[src/rtl/seq_fsm_pkg.sv]
// Shared types and reset-default tables for the programmable 4-state Moore FSM.
package seq_fsm_pkg;

  typedef enum logic [1:0] {A = 2'd0, B = 2'd1, C = 2'd2, D = 2'd3} state_t;

  // Entry index is {state, in_}; entry 15 is the leftmost element.
  localparam logic [15:0][1:0] DEFAULT_NEXT_TBL = {
    2'd3, 2'd0, 2'd1, 2'd2,   // D: 11->D 10->A 01->B 00->C
    2'd3, 2'd0, 2'd3, 2'd0,   // C: 11->D 10->A 01->D 00->A
    2'd3, 2'd0, 2'd1, 2'd2,   // B: 11->D 10->A 01->B 00->C
    2'd3, 2'd0, 2'd1, 2'd0    // A: 11->D 10->A 01->B 00->A
  };

  localparam logic [3:0] DEFAULT_OUT_TBL = 4'b1000;

endpackage

[src/rtl/seq_fsm_tbl.sv]
// Writable next-state / output register file with lock gating and two
// combinational read ports.
module seq_fsm_tbl
  import seq_fsm_pkg::*;
(
  input  logic       clk,
  input  logic       rst,
  input  logic       locked,
  input  logic       wr_next_en,
  input  logic       wr_out_en,
  input  logic [1:0] wr_state,
  input  logic [1:0] wr_in,
  input  logic [1:0] wr_next,
  input  logic       wr_out,
  input  logic [1:0] rd_state,
  input  logic [1:0] rd_in,
  output logic [1:0] rd_next,
  output logic       rd_out
);

  logic [15:0][1:0] next_tbl;
  logic [3:0]       out_tbl;

  always_ff @(posedge clk or posedge rst) begin
    if (rst) begin
      next_tbl <= DEFAULT_NEXT_TBL;
      out_tbl  <= DEFAULT_OUT_TBL;
    end else begin
      if (wr_next_en && !locked) next_tbl[{wr_state, wr_in}] <= wr_next;
      if (wr_out_en && !locked)  out_tbl[wr_state]           <= wr_out;
    end
  end

  // Reads see the registered contents, so a same-cycle write lands only after the edge.
  assign rd_next = next_tbl[{rd_state, rd_in}];
  assign rd_out  = out_tbl[rd_state];

endmodule

[src/rtl/seq_fsm_4s2i1o_prog.sv]
// Programmable 4-state, 2-input, 1-output Moore FSM with sticky config lock
// and a saturating state-change counter.
module seq_fsm_4s2i1o_prog
  import seq_fsm_pkg::*;
#(
  parameter int CNT_W = 8
) (
  input  logic             clk,
  input  logic             reset,
  input  logic             run,
  input  logic [1:0]       in_,
  input  logic             cfg_en,
  input  logic [1:0]       cfg_state,
  input  logic [1:0]       cfg_in,
  input  logic [1:0]       cfg_next,
  input  logic             cfg_out_en,
  input  logic             cfg_out,
  input  logic             cfg_lock,
  output logic             locked,
  output logic [1:0]       state,
  output logic             out,
  output logic [CNT_W-1:0] trans_cnt
);

  state_t     state_q, state_d;
  logic [1:0] tbl_next;

  seq_fsm_tbl u_tbl (
    .clk        (clk),
    .rst        (reset),
    .locked     (locked),
    .wr_next_en (cfg_en),
    .wr_out_en  (cfg_out_en),
    .wr_state   (cfg_state),
    .wr_in      (cfg_in),
    .wr_next    (cfg_next),
    .wr_out     (cfg_out),
    .rd_state   (state_q),
    .rd_in      (in_),
    .rd_next    (tbl_next),
    .rd_out     (out)
  );

  always_comb begin
    state_d = state_q;
    if (run) state_d = state_t'(tbl_next);
  end

  always_ff @(posedge clk or posedge reset) begin
    if (reset) begin
      state_q   <= A;
      locked    <= 1'b0;
      trans_cnt <= '0;
    end else begin
      state_q <= state_d;
      locked  <= locked | cfg_lock;
      if (state_d != state_q && trans_cnt != {CNT_W{1'b1}})
        trans_cnt <= trans_cnt + CNT_W'(1);
    end
  end

  assign state = state_q;

endmodule

[config.mk]
export PLATFORM = sky130hd
export DESIGN_NAME = seq_fsm_4s2i1o_prog
export DESIGN_NICKNAME = d
export VERILOG_FILES = /design/src/rtl/seq_fsm_pkg.sv /design/src/rtl/seq_fsm_tbl.sv /design/src/rtl/seq_fsm_4s2i1o_prog.sv
export SDC_FILE = /design/constraint.sdc
export NUM_CORES = 1
export LEC_CHECK = 0
export CORE_ASPECT_RATIO = 1.25
export CORE_MARGIN = 2
export CORE_UTILIZATION = 43
export CTS_CLUSTER_DIAMETER = 40
export CTS_CLUSTER_SIZE = 16
export DETAILED_ROUTE_END_ITERATION = 16
export GPL_TIMING_DRIVEN = 0
export SLEW_MARGIN = 25
export SYNTH_ARGS = -nofsm -noshare
export SYNTH_HDL_FRONTEND = slang
export SYNTH_SLANG_ARGS = --single-unit
[constraint.sdc]
create_clock -name clk -period 2.44 [get_ports clk]
set_clock_uncertainty 0.05 [all_clocks]
set_input_delay 0.488 -clock clk [delete_from_list [all_inputs] [get_ports clk]]
set_output_delay 0.488 -clock clk [all_outputs]
set_load 0.01 [all_outputs]
# [Yosys cells after proc, flatten, opt, wreduce, memory -nomap -nowiden]
# Cells that the tools add are included.
[op_classes] eq_ne=2 n_reduce_logical=6 bitwise=1 addsub=1 n_lt_le_gt_ge=6 n_mux=11
[ops] cell="$bwmux 32" count=1
[ops] cell="$lt 4x5->1 const B" count=2
[ops] cell="$add 8x1->8 const B" count=1
[ops] cell="$bmux 2 s4" count=1
[ops] cell="$demux 2 s4" count=1
[ops] cell="$ne 8x8->1 const B" count=1
[ops] cell="$lt 2x3->1 const B" count=2
[ops] cell="$mux 2" count=3
[ops] cell="$logic_and 1x1->1" count=5
[ops] cell="$bwmux 4" count=1
[ops] cell="$ge 4x1->1 const B" count=1
[ops] cell="$bmux 1 s2" count=1
[ops] cell="$demux 1 s2" count=1
[ops] cell="$ge 2x1->1 const B" count=1
[ops] cell="$mux 1" count=2
[ops] cell="$ne 2x2->1" count=1
[ops] cell="$logic_not 1->1" count=1
[ops] cell="$or 1x1->1" count=1
[word_totals] word_cells=47 out_inout_bits=12 inputBits=15 reg_bits=47

# [Longest topological paths before layout]
# Gate-level depths: netlist (run 1).
[depth] word_depth=5 depth_mapped=6 mapped_depth_nobuf=6

# [By module]
# From an unflattened synthesis (run 1), not the netlist that was laid out.
[hier_totals] cells_unflattened=177 hier_area_um2=2374.8
[by_module_without_submodules] mod="seq_fsm_tbl" area_each_um2=1815.5 cells_per_inst=128 instances=1 seq_area_each_um2=920.9
[by_module_without_submodules] mod="seq_fsm_4s2i1o_prog" area_each_um2=559.3 cells_per_inst=49 instances=1 seq_area_each_um2=275.3

# [Worst setup path after synthesis (run 1)]
# No wires, ideal clock.
[synth_path] path_type="input -> register" from="in in_[0]" to="reg trans_cnt[1]" t_arrival_ps=2144 setup_ps=125 stages=6 path_slack_ps=122 n_path_buf=1 t_required_ps=2265 cell_sequence="buf_6 mux4_1 o21ai_0 o32ai_4 a21oi_2 mux2_2"
[synth_via] elab_chain_cells=5
[synth_lines] element="start: declaration" line_no="seq_fsm_4s2i1o_prog.sv:11" source="input logic [1:0] in_,"
[synth_lines] element="$bmux 2 s4" line_no="seq_fsm_tbl.sv:35" source="assign rd_next = next_tbl[{rd_state, rd_in}];"
[synth_lines] element="$mux 2 (implied by the code)" line_no="seq_fsm_tbl.sv:35"
[synth_lines] element="$mux 2" line_no="seq_fsm_4s2i1o_prog.sv:46" source="if (run) state_d = state_t'(tbl_next);"
[synth_lines] element="$ne 2x2->1" line_no="seq_fsm_4s2i1o_prog.sv:57" source="if (state_d != state_q && trans_cnt != {CNT_W{1'b1}})"
[synth_lines] element="$logic_and 1x1->1" line_no="seq_fsm_4s2i1o_prog.sv:57"
[synth_lines] element="end signal: assignment" line_no="seq_fsm_4s2i1o_prog.sv:58" source="trans_cnt <= trans_cnt + CNT_W'(1);"
[synth_lines] element="end: declaration" line_no="seq_fsm_4s2i1o_prog.sv:22" source="output logic [CNT_W-1:0] trans_cnt"
# No other way between the ends. The select of a mux whose other input is x is not followed.
# A chain may end at the register's enable or synchronous reset.

# [Final worst setup path (run 1)]
[layout_path] from="in in_[1]" to="reg trans_cnt[2]"
# The elaborated chain is that of the path after synthesis.

==> metrics.log, run 1 <==
[metrics] power density of the placed cells: 727 nW/um^2
[metrics] Design Area, Final: 3030 um^2
[metrics] Post-Synthesis Cells: 191
[metrics] Final setup viols: 0
[metrics] mean instance size in the synthesized netlist: 13.3 um^2
[metrics] Peak VDD IR: 0.367 mV
[metrics] flop2flop setup slack: 0.23 ns
[metrics] Synth Cell Area: 2530 um^2
[metrics] final RePlAce weighted congestion: 0.845
[metrics] Initial Util: 44.1%
[metrics] Post-Route Utilization: 52.8%
[metrics] proportion of synthesized chip area in sequential cells: 47.2%
[metrics] launch point of the worst hold path: run
[metrics] layout cell share with drive strength beyond 1: 38.5%
[metrics] core region area: 5740 um^2
[metrics] Final Max Tran Viols: 0
[metrics] buffer levels on the longest clock path: 2
[metrics] # DRC: 0
[metrics] actual transition at the worst max-transition pin: 0.570 ns
[metrics] worst reg2reg path startpoint: u_tbl.next_tbl[3]$_DFFE_PP0P_
[metrics] clock period minus final worst setup slack: 2.33 ns
[metrics] Cell Rows: 31
[metrics] depth of the worst register-to-register path: 5
[metrics] Critical Path Start: in_[1]
[metrics] area of the die: 6520 um^2
[metrics] worst setup margin: 0.109 ns
[metrics] detailed-router iteration count before antenna repair: 4
[metrics] Highest Clock Rate: 0.429 GHz
[metrics] Hold Path Class: primary input to flop
[metrics] leakage power: 1.33 nW
[metrics] overflow left after global routing: 0
[metrics] share of the synthesized area in the top cell type: 30.6%
[metrics] ant diodes: 0
[metrics] critical path launch point type: primary input
[metrics] total routed wirelength: 5.28 mm
[metrics] maximum number of pins on one net before global-route repair: 31
[metrics] number of buffers created by CTS: 5
[metrics] root cell of the clock tree: sky130_fd_sc_hd__clkbuf_8
[metrics] Placement Setup Slack: -0.639 ns
[metrics] total power consumption of the routed design: 2.20 mW
[metrics] I/O pin count: 27
[metrics] Setup Crit Path Kind: primary input to flop
[metrics] data required time of the worst path: 2.58 ns
[metrics] number of DRC violations after detailed-routing iteration 0: 84
[metrics] Worst Setup EP: trans_cnt[2]$_DFFE_PP0P_
[metrics] post-detailed-route wirelength per cell: 18.1 um
[metrics] Worst Path Arrival: 2.47 ns
[metrics] antenna violation net count after detailed routing: 0
[metrics] maximum fanout along the worst path: 7
[metrics] final number of hold-violating endpoints: 0
[metrics] commonest non-fill, non-tap cells in the layout: sky130_fd_sc_hd__mux2_2 (43), sky130_fd_sc_hd__dfrtp_1 (31), sky130_fd_sc_hd__nand2_1 (23), sky130_fd_sc_hd__clkdlybuf4s50_1 (22), sky130_fd_sc_hd__dfstp_2 (16)
[metrics] Layout Area Growth over Synthesis: 19.6%
[metrics] total global routing track utilization: 17.5%
[metrics] maxcap violations: 0
[metrics] Tcrit/Tclk final: 95.5%
[metrics] number of synthesized register bits: 47
[metrics] port buffer count: 24
[metrics] most common cell after layout, fill and taps aside: sky130_fd_sc_hd__mux2_2
[metrics] Die W: 72.6 um
[metrics] via count: 1,693
[metrics] reg-to-reg critical path endpoint: trans_cnt[2]$_DFFE_PP0P_
[metrics] net count after synthesis: 207
[metrics] status: finished, final reports clean
[metrics] clk_lat worst skew: 0.30 ns
[metrics] biggest area consumer among synthesized cells: sky130_fd_sc_hd__dfrtp_1
[metrics] number of fill cells in the layout: 487
[metrics] count of cell types in the netlist: 34
[metrics] worst relative slew slack: 61.9%
[metrics] average via count per standard cell: 5.80
[metrics] Final nets: 241
[metrics] RSZ-0062 raised after global routing: false
[metrics] clock slew at the register clock pins of the worst setup and hold paths: 0.09 ns
[metrics] H-tree Lvls: 2
[metrics] Setup crit end kind: flop
[metrics] DPL Wire Length: 3.99 mm
[metrics] number of sinks handled by clock tree synthesis: 47
[metrics] Yosys warnings: 0
[metrics] wire length of the first global-routing pass: 8.72 mm
[metrics] area of placed instances: 2880 um^2
[metrics] vias in the first global route: 1,732
[metrics] number of antenna violations at the first check in global routing: 0
[metrics] top post-synthesis cells by area: sky130_fd_sc_hd__dfrtp_1 (31%), sky130_fd_sc_hd__mux2_2 (19%), sky130_fd_sc_hd__dfstp_2 (17%)
[metrics] die outline height: 89.8 um
[metrics] CTS tree: done
worst min path at each step:
stage / slack (ns) / depth (start not counted) / end
final: 0.41 / 2 / state[0]$_DFF_PP0_
after global routing: 0.41 / 2 / state[0]$_DFF_PP0_
after CTS: 0.41 / 2 / state[0]$_DFF_PP0_
after detailed placement: 0.45 / 1 / u_tbl.next_tbl[21]$_DFFE_PP0P_
after global placement: 0.43 / 1 / u_tbl.next_tbl[17]$_DFFE_PP0P_
after floorplan: 0.42 / 1 / u_tbl.next_tbl[12]$_DFFE_PP0P_
layer usage:
| layer | global-route usage, % | vias up | part of all wire, % | wire [um] |
|---|---|---|---|---|
| li1 | - | 785 | - | - |
| met4 | 6.94 | 0 | 2.1 | 111 |
| met5 | 0 | - | 0 | 0 |
| met2 | 29.5 | 35 | 52 | 2750 |
| met1 | 22.0 | 861 | 43 | 2270 |
| met3 | 3.14 | 12 | 2.8 | 148 |
sequential cells by signal, indices dropped and copies added, names as in the netlist:
signal	count
locked	1
state	2
trans_cnt	8
u_tbl.next_tbl	32
u_tbl.out_tbl	4
critical path, cell delays in order:
cell	delay, ns
sky130_fd_sc_hd__dlygate4sd2_1	0.27
sky130_fd_sc_hd__mux4_1	0.57
sky130_fd_sc_hd__mux2_2	0.31
sky130_fd_sc_hd__o32ai_4	0.42
sky130_fd_sc_hd__a21oi_1	0.14
sky130_fd_sc_hd__mux2_2	0.28
cell usage after synthesis:
| library cell | n |
|---|---|
| sky130_fd_sc_hd__and2_1 | 1 |
| sky130_fd_sc_hd__or2_2 | 1 |
| sky130_fd_sc_hd__mux4_2 | 3 |
| sky130_fd_sc_hd__clkbuf_8 | 3 |
| sky130_fd_sc_hd__and3_1 | 2 |
| sky130_fd_sc_hd__nor3_1 | 2 |
| sky130_fd_sc_hd__nor2_1 | 10 |
| sky130_fd_sc_hd__o21ai_0 | 2 |
| sky130_fd_sc_hd__nor2b_1 | 3 |
| sky130_fd_sc_hd__nor4_1 | 1 |
| sky130_fd_sc_hd__a211oi_1 | 2 |
| sky130_fd_sc_hd__nand4_1 | 4 |
| sky130_fd_sc_hd__nand2b_1 | 4 |
| sky130_fd_sc_hd__mux2i_2 | 1 |
| sky130_fd_sc_hd__nand2_1 | 23 |
| sky130_fd_sc_hd__a21oi_1 | 7 |
| sky130_fd_sc_hd__mux4_1 | 10 |
| sky130_fd_sc_hd__dfstp_2 | 16 |
| sky130_fd_sc_hd__inv_1 | 2 |
| sky130_fd_sc_hd__nand3_1 | 3 |
| sky130_fd_sc_hd__ha_1 | 1 |
| sky130_fd_sc_hd__xor2_1 | 3 |
| sky130_fd_sc_hd__clkbuf_1 | 2 |
| sky130_fd_sc_hd__o22ai_1 | 2 |
| sky130_fd_sc_hd__a31oi_1 | 1 |
| sky130_fd_sc_hd__mux2_2 | 43 |
| sky130_fd_sc_hd__o32ai_4 | 1 |
| sky130_fd_sc_hd__dfrtp_1 | 31 |
| sky130_fd_sc_hd__nor3b_1 | 1 |
| sky130_fd_sc_hd__a21oi_2 | 1 |
| sky130_fd_sc_hd__buf_4 | 1 |
| sky130_fd_sc_hd__buf_6 | 1 |
| sky130_fd_sc_hd__or2b_1 | 1 |
| sky130_fd_sc_hd__and3_2 | 2 |
through the flow:
stage / setup TNS, ns / hold WS (ns) / instances
final: 0 / 0.411 / 292
after global placement: -6.50 / 0.432 / 281
after detailed placement: -4.44 / 0.446 / 282
after global routing: 0 / 0.414 / 292
after floorplan: 0 / 0.420 / 191
after CTS: 0 / 0.409 / 292
cell families (layout without fill, tap and decap cells):
family | Yosys count | after routing | synth area share, %
buffers and inverters | 9 | 44 | 2.96
xor gates and xnor gates | 3 | 3 | 1.04
DFF | 47 | 47 | 47.2
AOI/OAI and AO/OA | 16 | 16 | 4.55
and+or+nand+nor | 58 | 58 | 11.0
adders and majority gates | 1 | 1 | 0.494
muxes | 57 | 57 | 32.7
layout make-up:
class | count | area [um^2] | share of cell area, %
clock inverters | 3 | 67.6 | 2.23
inverters | 2 | 7.51 | 0.248
multi-input cells | 135 | 1260 | 41.7
clock buffers | 5 | 68.8 | 2.27
plain buffers | 7 | 67.6 | 2.23
repair buffers | 27 | 277 | 9.13
flip-flops and latches | 47 | 1200 | 39.5
well taps | 66 | 82.6 | 2.73
where the power goes:
| part | switching, mW | internal, mW | total, mW |
|---|---|---|---|
| Sequential | 0.0761 | 0.855 | 0.931 |
| Combinational | 0.277 | 0.318 | 0.595 |
| Clock | 0.267 | 0.408 | 0.676 |
timing repair:
| action | 4_1_cts | 5_1_grt |
|---|---|---|
| setup buffers | 2 | 0 |
| pin swaps | 2 | 1 |
| endpoints found under the setup margin | 8 | 3 |
| hold buffers | 0 | 0 |
| gates resized for setup | 4 | 1 |
No activity file was read; power rests on OpenSTA's default activity.
==> run 2, diff against run 1 <==
- SETUP_SLACK_MARGIN: not set -> 0.3
- SKIP_LAST_GASP: not set -> 1
==> run 2 against run 1 <==
Against the previous run:
- wire length is 1.9% higher
- clock power is 31% lower
- design area is 1.5% higher
- non-clock buffer count is 6 higher
- register-to-register slack better by 0.07 ns
==> metrics.log, run 2 (synthesis gave the netlist of run 1 again) <==
[metrics] number of DRC violations after detailed-routing iteration 0: 67
[metrics] worst relative slew slack: 62.3%
[metrics] Peak VDD IR: 0.369 mV
[metrics] Cell Rows: 31
[metrics] RSZ-0062 raised after global routing: true
[metrics] Placement Setup Slack: -0.618 ns
[metrics] post-detailed-route wirelength per cell: 18.0 um
[metrics] I/O pin count: 27
[metrics] Post-Route Utilization: 53.6%
[metrics] number of cells in the design after placement: 282
[metrics] clock slew at the register clock pins of the worst setup and hold paths: 0.09 ns
[metrics] number of antenna violations at the first check in global routing: 0
[metrics] antenna violation net count after detailed routing: 0
[metrics] # DRC: 0
[metrics] maximum number of pins on one net before global-route repair: 28
[metrics] total power consumption of the routed design: 2.14 mW
[metrics] sequence of cells on the critical path: buf_4 > clkbuf_16 > mux4_2 > mux2i_4 > o32ai_4 > buf_12 > a21oi_1 > mux2_2
[metrics] maxcap violations: 0
[metrics] cell with the largest stage delay on the worst path: sky130_fd_sc_hd__mux4_2
[metrics] power density of the placed cells: 697 nW/um^2
[metrics] instance count along the most critical hold path: 2
[metrics] leakage power: 1.33 nW
[metrics] Tcrit/Tclk final: 87.7%
[metrics] Setup Crit Path Kind: primary input to flop
[metrics] number of sinks handled by clock tree synthesis: 47
[metrics] core region area: 5740 um^2
[metrics] flop2flop setup slack: 0.30 ns
[metrics] Final setup viols: 0
[metrics] launch point of the worst hold path: run
[metrics] vias in the first global route: 1,782
[metrics] H-tree Lvls: 2
[metrics] overflow left after global routing: 0
[metrics] Initial Util: 44.1%
[metrics] total routed wirelength: 5.38 mm
[metrics] DPL Wire Length: 4.02 mm
[metrics] most common cell after layout, fill and taps aside: sky130_fd_sc_hd__mux2_2
[metrics] Final nets: 247
[metrics] Hold Path Class: primary input to flop
[metrics] largest registers ranked by flip-flop count: u_tbl.next_tbl: 32 flops, trans_cnt: 8 flops, u_tbl.out_tbl: 4 flops
[metrics] most flop-heavy register: u_tbl.next_tbl
[metrics] final RePlAce weighted congestion: 0.819
[metrics] Crit path largest cell delay: 0.53 ns
[metrics] actual transition at the worst max-transition pin: 0.564 ns
[metrics] Worst Path Arrival: 2.28 ns
[metrics] critical path launch point type: primary input
[metrics] Die W: 72.6 um
[metrics] Setup crit end kind: flop
[metrics] port buffer count: 24
[metrics] commonest non-fill, non-tap cells in the layout: sky130_fd_sc_hd__mux2_2 (41), sky130_fd_sc_hd__dfrtp_1 (31), sky130_fd_sc_hd__nand2_1 (22), sky130_fd_sc_hd__clkdlybuf4s50_1 (22), sky130_fd_sc_hd__dfstp_2 (16)
[metrics] final-layout setup total negative slack: 0 ns
[metrics] status: finished, final reports clean
[metrics] average via count per standard cell: 5.68
[metrics] ant diodes: 0
[metrics] number of cells in the finished layout apart from fillers: 298
[metrics] total global routing track utilization: 17.9%
[metrics] maximum fanout along the worst path: 6
[metrics] number of buffers created by CTS: 5
[metrics] clock period minus final worst setup slack: 2.14 ns
[metrics] reg-to-reg critical path endpoint: trans_cnt[1]$_DFFE_PP0P_
[metrics] area of the die: 6520 um^2
[metrics] worst reg2reg path startpoint: u_tbl.next_tbl[16]$_DFFE_PP0P_
[metrics] die outline height: 89.8 um
[metrics] wire length of the first global-routing pass: 8.98 mm
[metrics] worst setup margin: 0.301 ns
[metrics] clk_lat worst skew: 0.30 ns
[metrics] CTS tree: done
[metrics] Final Max Tran Viols: 0
[metrics] final number of hold-violating endpoints: 0
[metrics] buffer levels on the longest clock path: 2
[metrics] Layout Area Growth over Synthesis: 21.4%
[metrics] root cell of the clock tree: sky130_fd_sc_hd__clkbuf_8
[metrics] data required time of the worst path: 2.58 ns
[metrics] max FFs per register: 32
[metrics] via count: 1,693
[metrics] layout cell share with drive strength beyond 1: 44.4%
[metrics] capture endpoint of the worst hold path: state[0]$_DFF_PP0_
[metrics] detailed-router iteration count before antenna repair: 4
[metrics] depth of the worst register-to-register path: 6
[metrics] Highest Clock Rate: 0.468 GHz
-- run 2: power by group --
part | switching (mW) | internal, mW
logic | 0.337 | 0.420
clock network | 0.267 | 0.197
registers | 0.0690 | 0.855
-- run 2: what timing repair did --
| item | in CTS | in global routing |
|---|---|---|
| hold buffers | 0 | 0 |
| gates resized for setup | 13 | 2 |
| setup endpoints to repair | 9 | 8 |
| pin swaps | 2 | 4 |
| setup buffers | 8 | 0 |
-- run 2: metrics by stage --
| step | cell area, um^2 | hold slack (ns) |
|---|---|---|
| 2_1_floorplan | 2540 | 0.421 |
| 3_3_place_gp | 2860 | 0.432 |
| 3_5_place_dp | 2880 | 0.443 |
| 6_report | 3080 | 0.407 |
| 5_1_grt | 3080 | 0.418 |
| 4_1_cts | 3070 | 0.400 |
-- run 2: area by class of cell --
cell class | count | area, um^2
well taps | 66 | 82.6
inverters | 2 | 7.51
clock buffers | 5 | 68.8
flip-flops and latches | 47 | 1200
plain buffers | 7 | 78.8
fillers | 496 | 2670
repair buffers | 33 | 330
clock inverters | 3 | 15.0
multi-input cells | 135 | 1300
-- run 2: how the worst max path moves through the flow --
stage | from | to | slack (ns) | cells past startpoint
finish | in_[1] | trans_cnt[5]$_DFFE_PP0P_ | 0.30 | 8
global route | u_tbl.next_tbl[20]$_DFFE_PP0P_ | trans_cnt[1]$_DFFE_PP0P_ | 0.26 | 6
CTS | u_tbl.next_tbl[16]$_DFFE_PP0P_ | trans_cnt[1]$_DFFE_PP0P_ | 0.28 | 6
detailed placement | in_[1] | trans_cnt[6]$_DFFE_PP0P_ | -0.62 | 7
global placement | in_[1] | trans_cnt[1]$_DFFE_PP0P_ | -0.55 | 7
floorplan | in_[1] | trans_cnt[1]$_DFFE_PP0P_ | 0.27 | 5
-- run 2: critical path: cells and delay by family --
| kind | cells | cell delay, ns |
|---|---|---|
| mux | 3 | 1.10 |
| compound gates | 2 | 0.27 |
| buf+inv | 3 | 0.42 |
-- run 2: metal layers --
| layer | vias to the layer above | part of all wire (%) | routed length, um | global-route usage, % |
|---|---|---|---|---|
| met1 | 860 | 41 | 2190 | 23.3 |
| met3 | 10 | 2.8 | 150 | 3.14 |
| met4 | 0 | 2.3 | 122 | 6.02 |
| li1 | 787 | - | - | - |
| met2 | 36 | 54 | 2910 | 29.7 |
| met5 | - | 0 | 0 | 0 |
